### config.mk
export PLATFORM = sky130hd
export DESIGN_NAME = lif_neuron
export DESIGN_NICKNAME = d
export VERILOG_FILES = /design/src/rtl/lif_neuron.sv
export SDC_FILE = /design/constraint.sdc
export NUM_CORES = 1
export LEC_CHECK = 0
export CORE_MARGIN = 2
export CORE_UTILIZATION = 55
export CTS_BUF_LIST = sky130_fd_sc_hd__clkbuf_4 sky130_fd_sc_hd__clkbuf_8
export CTS_CLUSTER_SIZE = 16
export DETAILED_ROUTE_END_ITERATION = 7
export PLACE_DENSITY = 0.82
export SYNTH_ARGS = -nofsm -noshare
export SYNTH_HDL_FRONTEND = slang
export SYNTH_SLANG_ARGS = --single-unit
export TNS_END_PERCENT = 100
### constraint.sdc
create_clock -name clk -period 6.57 [get_ports clk]
set_input_delay 1.971 -clock clk [delete_from_list [all_inputs] [get_ports clk]]
set_output_delay 1.971 -clock clk [all_outputs]
set_load 0.005 [all_outputs]
### src/rtl/lif_neuron.sv
// Leaky integrate-and-fire neuron: integrates synapse activation into a leaky
// membrane potential, fires a one-cycle spike at threshold, then blanks input.
module lif_neuron #(
    parameter int unsigned THRESHOLD      = 128,
    parameter int unsigned LEAK_SHIFT     = 3,
    parameter int unsigned REFRACT_CYCLES = 4
) (
    input  logic       clk,
    input  logic       reset,
    input  logic [0:7] activation,
    input  logic       enable,
    output logic       post_spike,
    output logic       refractory,
    output logic [0:7] membrane
);

    localparam int unsigned VW = 8;
    localparam int unsigned SW = VW + 1;
    localparam int unsigned CW = 4;

    typedef enum logic {
        ST_INTEG  = 1'b0,
        ST_REFRAC = 1'b1
    } state_t;

    state_t          state_q, state_d;
    logic [VW-1:0]   membrane_q, membrane_d;
    logic            spike_q, spike_d;
    logic            refr_q, refr_d;
    logic [CW-1:0]   cnt_q, cnt_d;

    logic [VW-1:0]   v_leaked;
    logic [SW-1:0]   v_sum;
    logic [VW-1:0]   v_sat;
    logic            fire;

    // Leak never underflows since v >> LEAK_SHIFT <= v; sum is 9 bits and saturates.
    always_comb begin
        v_leaked = membrane_q - (membrane_q >> LEAK_SHIFT);
        v_sum    = {1'b0, v_leaked} + {1'b0, activation};
        v_sat    = v_sum[VW] ? {VW{1'b1}} : v_sum[VW-1:0];
        fire     = (v_sat >= VW'(THRESHOLD));
    end

    always_comb begin
        state_d    = state_q;
        membrane_d = membrane_q;
        spike_d    = 1'b0;
        refr_d     = refr_q;
        cnt_d      = cnt_q;

        if (enable) begin
            unique case (state_q)
                ST_INTEG: begin
                    if (fire) begin
                        membrane_d = '0;
                        spike_d    = 1'b1;
                        if (REFRACT_CYCLES > 0) begin
                            state_d = ST_REFRAC;
                            refr_d  = 1'b1;
                            cnt_d   = CW'(REFRACT_CYCLES - 1);
                        end
                    end else begin
                        membrane_d = v_sat;
                    end
                end
                ST_REFRAC: begin
                    membrane_d = '0;
                    if (cnt_q == '0) begin
                        state_d = ST_INTEG;
                        refr_d  = 1'b0;
                    end else begin
                        cnt_d = cnt_q - CW'(1);
                    end
                end
                default: begin
                    state_d = ST_INTEG;
                    refr_d  = 1'b0;
                end
            endcase
        end
    end

    always_ff @(posedge clk or negedge reset) begin
        if (!reset) begin
            state_q    <= ST_INTEG;
            membrane_q <= '0;
            spike_q    <= 1'b0;
            refr_q     <= 1'b0;
            cnt_q      <= '0;
        end else begin
            state_q    <= state_d;
            membrane_q <= membrane_d;
            spike_q    <= spike_d;
            refr_q     <= refr_d;
            cnt_q      <= cnt_d;
        end
    end

    assign post_spike = spike_q;
    assign refractory = refr_q;
    assign membrane   = membrane_q;

endmodule

; Yosys cells after proc, flatten, opt, wreduce, memory -nomap -nowiden
; Cells that the tools add are included.
[op_classes]
div = 0
n_shift = 0
bitwise_logic = 1
reduce_logical = 3
muxes = 14
add_sub_neg = 3
magnitude_cmp = 1
eq_ne = 3
multipliers = 0
[ops]
columns = op, count
row1 = $mux W8, 2
row2 = $pmux W8 S2, 1
row3 = $add A8 B8 Y9, 1
row4 = $ge A8 B8 Y1 const B, 1
row5 = $mux W4, 2
row6 = $pmux W4 S2, 1
row7 = $sub A8 B5 Y8, 1
row8 = $mux W1, 6
row9 = $reduce_and A3 Y1, 2
row10 = $logic_not A4 Y1, 1
row11 = $ne A2 B2 Y1 const B, 2
row12 = $pmux W1 S2, 2
row13 = $sub A4 B1 Y4 const B, 1
row14 = $ne A2 B1 Y1 const B, 1
row15 = $not A1 Y1, 1
[word_totals]
output_inout_bits = 10
romBits = 0
memories = 0
regBits = 15
latch_bits = 0
mem_bits_rw = 0

; Depth between registers and ports, before layout
[depth]
word_depth = 7
mapped_depth = 15

; Worst setup path before layout
; Ideal clock, no wire load.
[synth_path]
path_type = input to register
from = input activation[7] (netlist bit)
to = register cnt_q[0]
arrival_time_ns = 3.738
t_required_ns = 6.429
setup_time_ns = 0.141
cell_stages = 8
setup_slack_ns = 2.691
path_cell_list = ha_1 -> fa_1 -> a211oi_1 -> o21a_1 -> nor3_1 -> or4_1 -> a21oi_1 -> a31oi_1
[synth_between]
elab_chain_cells = 5
[synth_rtl]
columns = item, line_no
row1 = "start, declared", 10  ; input logic [0:7] activation,
row2 = $add A8 B8 Y9, 40  ; v_sum = {1'b0, v_leaked} + {1'b0, activation};
row3 = $mux W8, 41  ; v_sat = v_sum[VW] ? {VW{1'b1}} : v_sum[VW-1:0];
row4 = $ge A8 B8 Y1, 42  ; fire = (v_sat >= VW'(THRESHOLD));
row5 = $ne A2 B2 Y1 (no source line), n/a
row6 = $reduce_and A3 Y1 (no source line), n/a
row7 = "end signal, assigned", 96  ; cnt_q <= cnt_d;
row8 = "end, declared", 30  ; logic [CW-1:0] cnt_q, cnt_d;
; No other way between the ends.
; A chain may end at the register's enable or synchronous reset.

; Final worst setup path
[layout_path]
from = input activation[7] (netlist bit)
to = register cnt_q[1]
; The elaborated chain is that of the path after synthesis.

==> impl_metrics.ini <==
[yosys]
ys_ff_latch = 15
syn_nets = 167
ys_warn_count = 0
yosysSeqAreaShare_pct = 30.7
synth_area_per_cell_sq_um = 8.80
synth_area_sq_um = 1220
synthDistinctLibCells = 35
synth_cells = 139

[route]
drtIter0Drc = 14
routedWlPerCell_um = 14.0
vias_per_cell = 5.65
drc = 0
via_count = 1067
wl_um = 2640
final_antenna_net_count = 0
drt_first_pass_iters = 4

[floorplan]
rows = 17
core-area_sq_um = 2150
start_util_pct = 57.0
die_y_um = 51.2
io_pins = 21
die_w_um = 51.2
die_area_sq_um = 2620

[setup_path]
crit_end = cnt_q[1]
cp.arrival_ns = 4.36
r2r_cells = 15
critical_path.top_delay_family = compound AO/OA/AOI/OAI gates
cp-startpoint = activation[7]
cp-start-kind = input port
timing.rr.start = membrane[3]
critPathRequiredTime_ns = 6.73
path_cells = clkdlybuf4s50_1 > ha_1 > fa_1 > a211oi_1 > o21a_1 > nor3_1 > or4_1 > a21oi_1 > a31oi_1
critPathMaxStageDelay_ns = 0.53
worstSetupPathDepth = 9
slowest_stage = or4_1
timing.setup.critical_path_class = in2reg
ff2ff_setup_slack_ns = 2.90
path_max_fanout = 3
rr_endpoint = membrane[7]
end_kind = flop
worst-path-buf-inv = 1

[clocking]
clk_latency_ns = 0.28
clock_path_buffers = 2
cts_root_buf = clkbuf_4
cts_buffers = 3
cts_tree = built
clock_sinks = 15
cts_max_level = 1
cts_hold_repair.buffers = 0
cts_resized = 0
cts_setup_buffers = 0
clk_pin_slew_ns = 0.09

[place]
dp_hpwl_um = 2110
gp_congestion = 0.884
placed_cell_area_sq_um = 1450
port_buffers = 20
preCtsSetupSlack_ns = 2.11

[layout]
final_cell_mix = clkdlybuf4s50_1, inv_1, ha_1, dfrtp_1, a21oi_1
areaGrowthSynthToFinish_pct = 21.1
layout_commonest_cell = clkdlybuf4s50_1
final_nets = 190
design_area_sq_um = 1480
layout-drive-gt1-share_pct = 3.73
diodes = 0

[timing]
rsz0062_at_grt = false
max_freq_mhz = 238
hold_violations = 0
clock_skew_ns = 0.00282
slew_viol_final = 0
fin_setup_tns_ns = 0
worst_pin_slew_ns = 0.651
layout_worst_path_cycle_share_pct = 63.9
finalSetupViolations = 0
relSlewSlack_pct = 56.5
setup_ws_ns = 2.37
finalCriticalPeriod_ns = 4.20

[global_routing]
grt_first_pass_wirelength_um = 4570
overflow = 0
grt_max_degree = 17
grt_pass1_vias = 1033
grt_antenna_before_repair = 0
track_usage_pct = 23.7

[outcome]
status = finished, final reports clean

[min_path]
hp-class = reg2reg

[run]
drv_cap = 0
==> cell usage after synthesis <==
library cell | instances | area, sq um
a21boi_0 | 2 | 15.0
nand4_1 | 1 | 6.26
nor3b_1 | 2 | 15.0
ha_1 | 15 | 188
and3_1 | 1 | 6.26
o21ai_0 | 6 | 30.0
nand2_1 | 7 | 26.3
a211o_1 | 1 | 8.76
or4_1 | 1 | 7.51
nand2b_1 | 3 | 18.8
a31oi_1 | 2 | 12.5
a211oi_1 | 2 | 15.0
o22ai_1 | 7 | 43.8
and2_4 | 1 | 8.76
nor3_1 | 7 | 35.0
clkbuf_1 | 2 | 7.51
nor2_1 | 6 | 22.5
nand3_1 | 3 | 15.0
o21bai_1 | 1 | 7.51
a31o_2 | 1 | 8.76
a21o_1 | 2 | 15.0
xnor2_1 | 7 | 61.3
fa_1 | 2 | 40.0
o21a_1 | 2 | 15.0
nand3b_1 | 1 | 7.51
inv_1 | 17 | 63.8
o21ai_1 | 1 | 5.00
nor2b_1 | 4 | 25.0
a22o_1 | 1 | 8.76
dfrtp_1 | 15 | 375
a21oi_1 | 9 | 45.0
xor2_1 | 3 | 26.3
o2bb2ai_1 | 1 | 8.76
o31a_1 | 2 | 17.5
o2111a_1 | 1 | 11.3
==> how the worst min path moves through the flow <==
stage,slack [ns],to,depth (start not counted),from
6_report,0.53,refractory,1,refractory
5_1_grt,0.57,refractory,1,refractory
4_1_cts,0.53,cnt_q[0],1,cnt_q[0]
3_5_place_dp,0.51,cnt_q[0],1,cnt_q[0]
3_3_place_gp,0.50,refractory,1,refractory
2_1_floorplan,0.48,cnt_q[0],1,cnt_q[0]
==> layout make-up <==
cell class	count	area [sq um]
Multi-Input combinational cell	105	777
Inverter	17	63.8
Timing Repair Buffer	20	200
Clock buffer	4	30.0
Sequential cell	15	375
Tap cell	28	35.0
Fill cell	185	667
==> cells by family after synthesis <==
family                   Yosys count  synth area share, %
buffers and inverters             19                 5.83
adder cells (fa/ha/maj)           17                 18.6
AO/OA/AOI/OAI                     41                 21.9
AND/OR/NAND/NOR                   37                 15.8
XOR/XNOR                          10                 7.16
flip-flops                        15                 30.7
==> per-layer routing <==
layer,GRT usage (%),wire (um)
met5,0,0
met4,7.66,15
met3,3.80,74
met2,40.5,1300
met1,30.6,1250
==> metrics by stage <==
step / utilization, % / cells / hold slack [ns]
after detailed placement: 67.6 / 185 / 0.512
after CTS: 69.0 / 189 / 0.528
after floorplan: - / 139 / 0.481
after global routing: 69.0 / 189 / 0.568
after global placement: 67.6 / 185 / 0.500
final: 69.0 / 189 / 0.527
==> flip-flops by register name (all words and copies together), names as in the netlist <==
name        count
membrane        8
cnt_q           4
post_spike      1
refractory      1
state_q         1
Power is not shown: default switching activity piles up to over one toggle a cycle in this logic, so the estimate is an artifact.
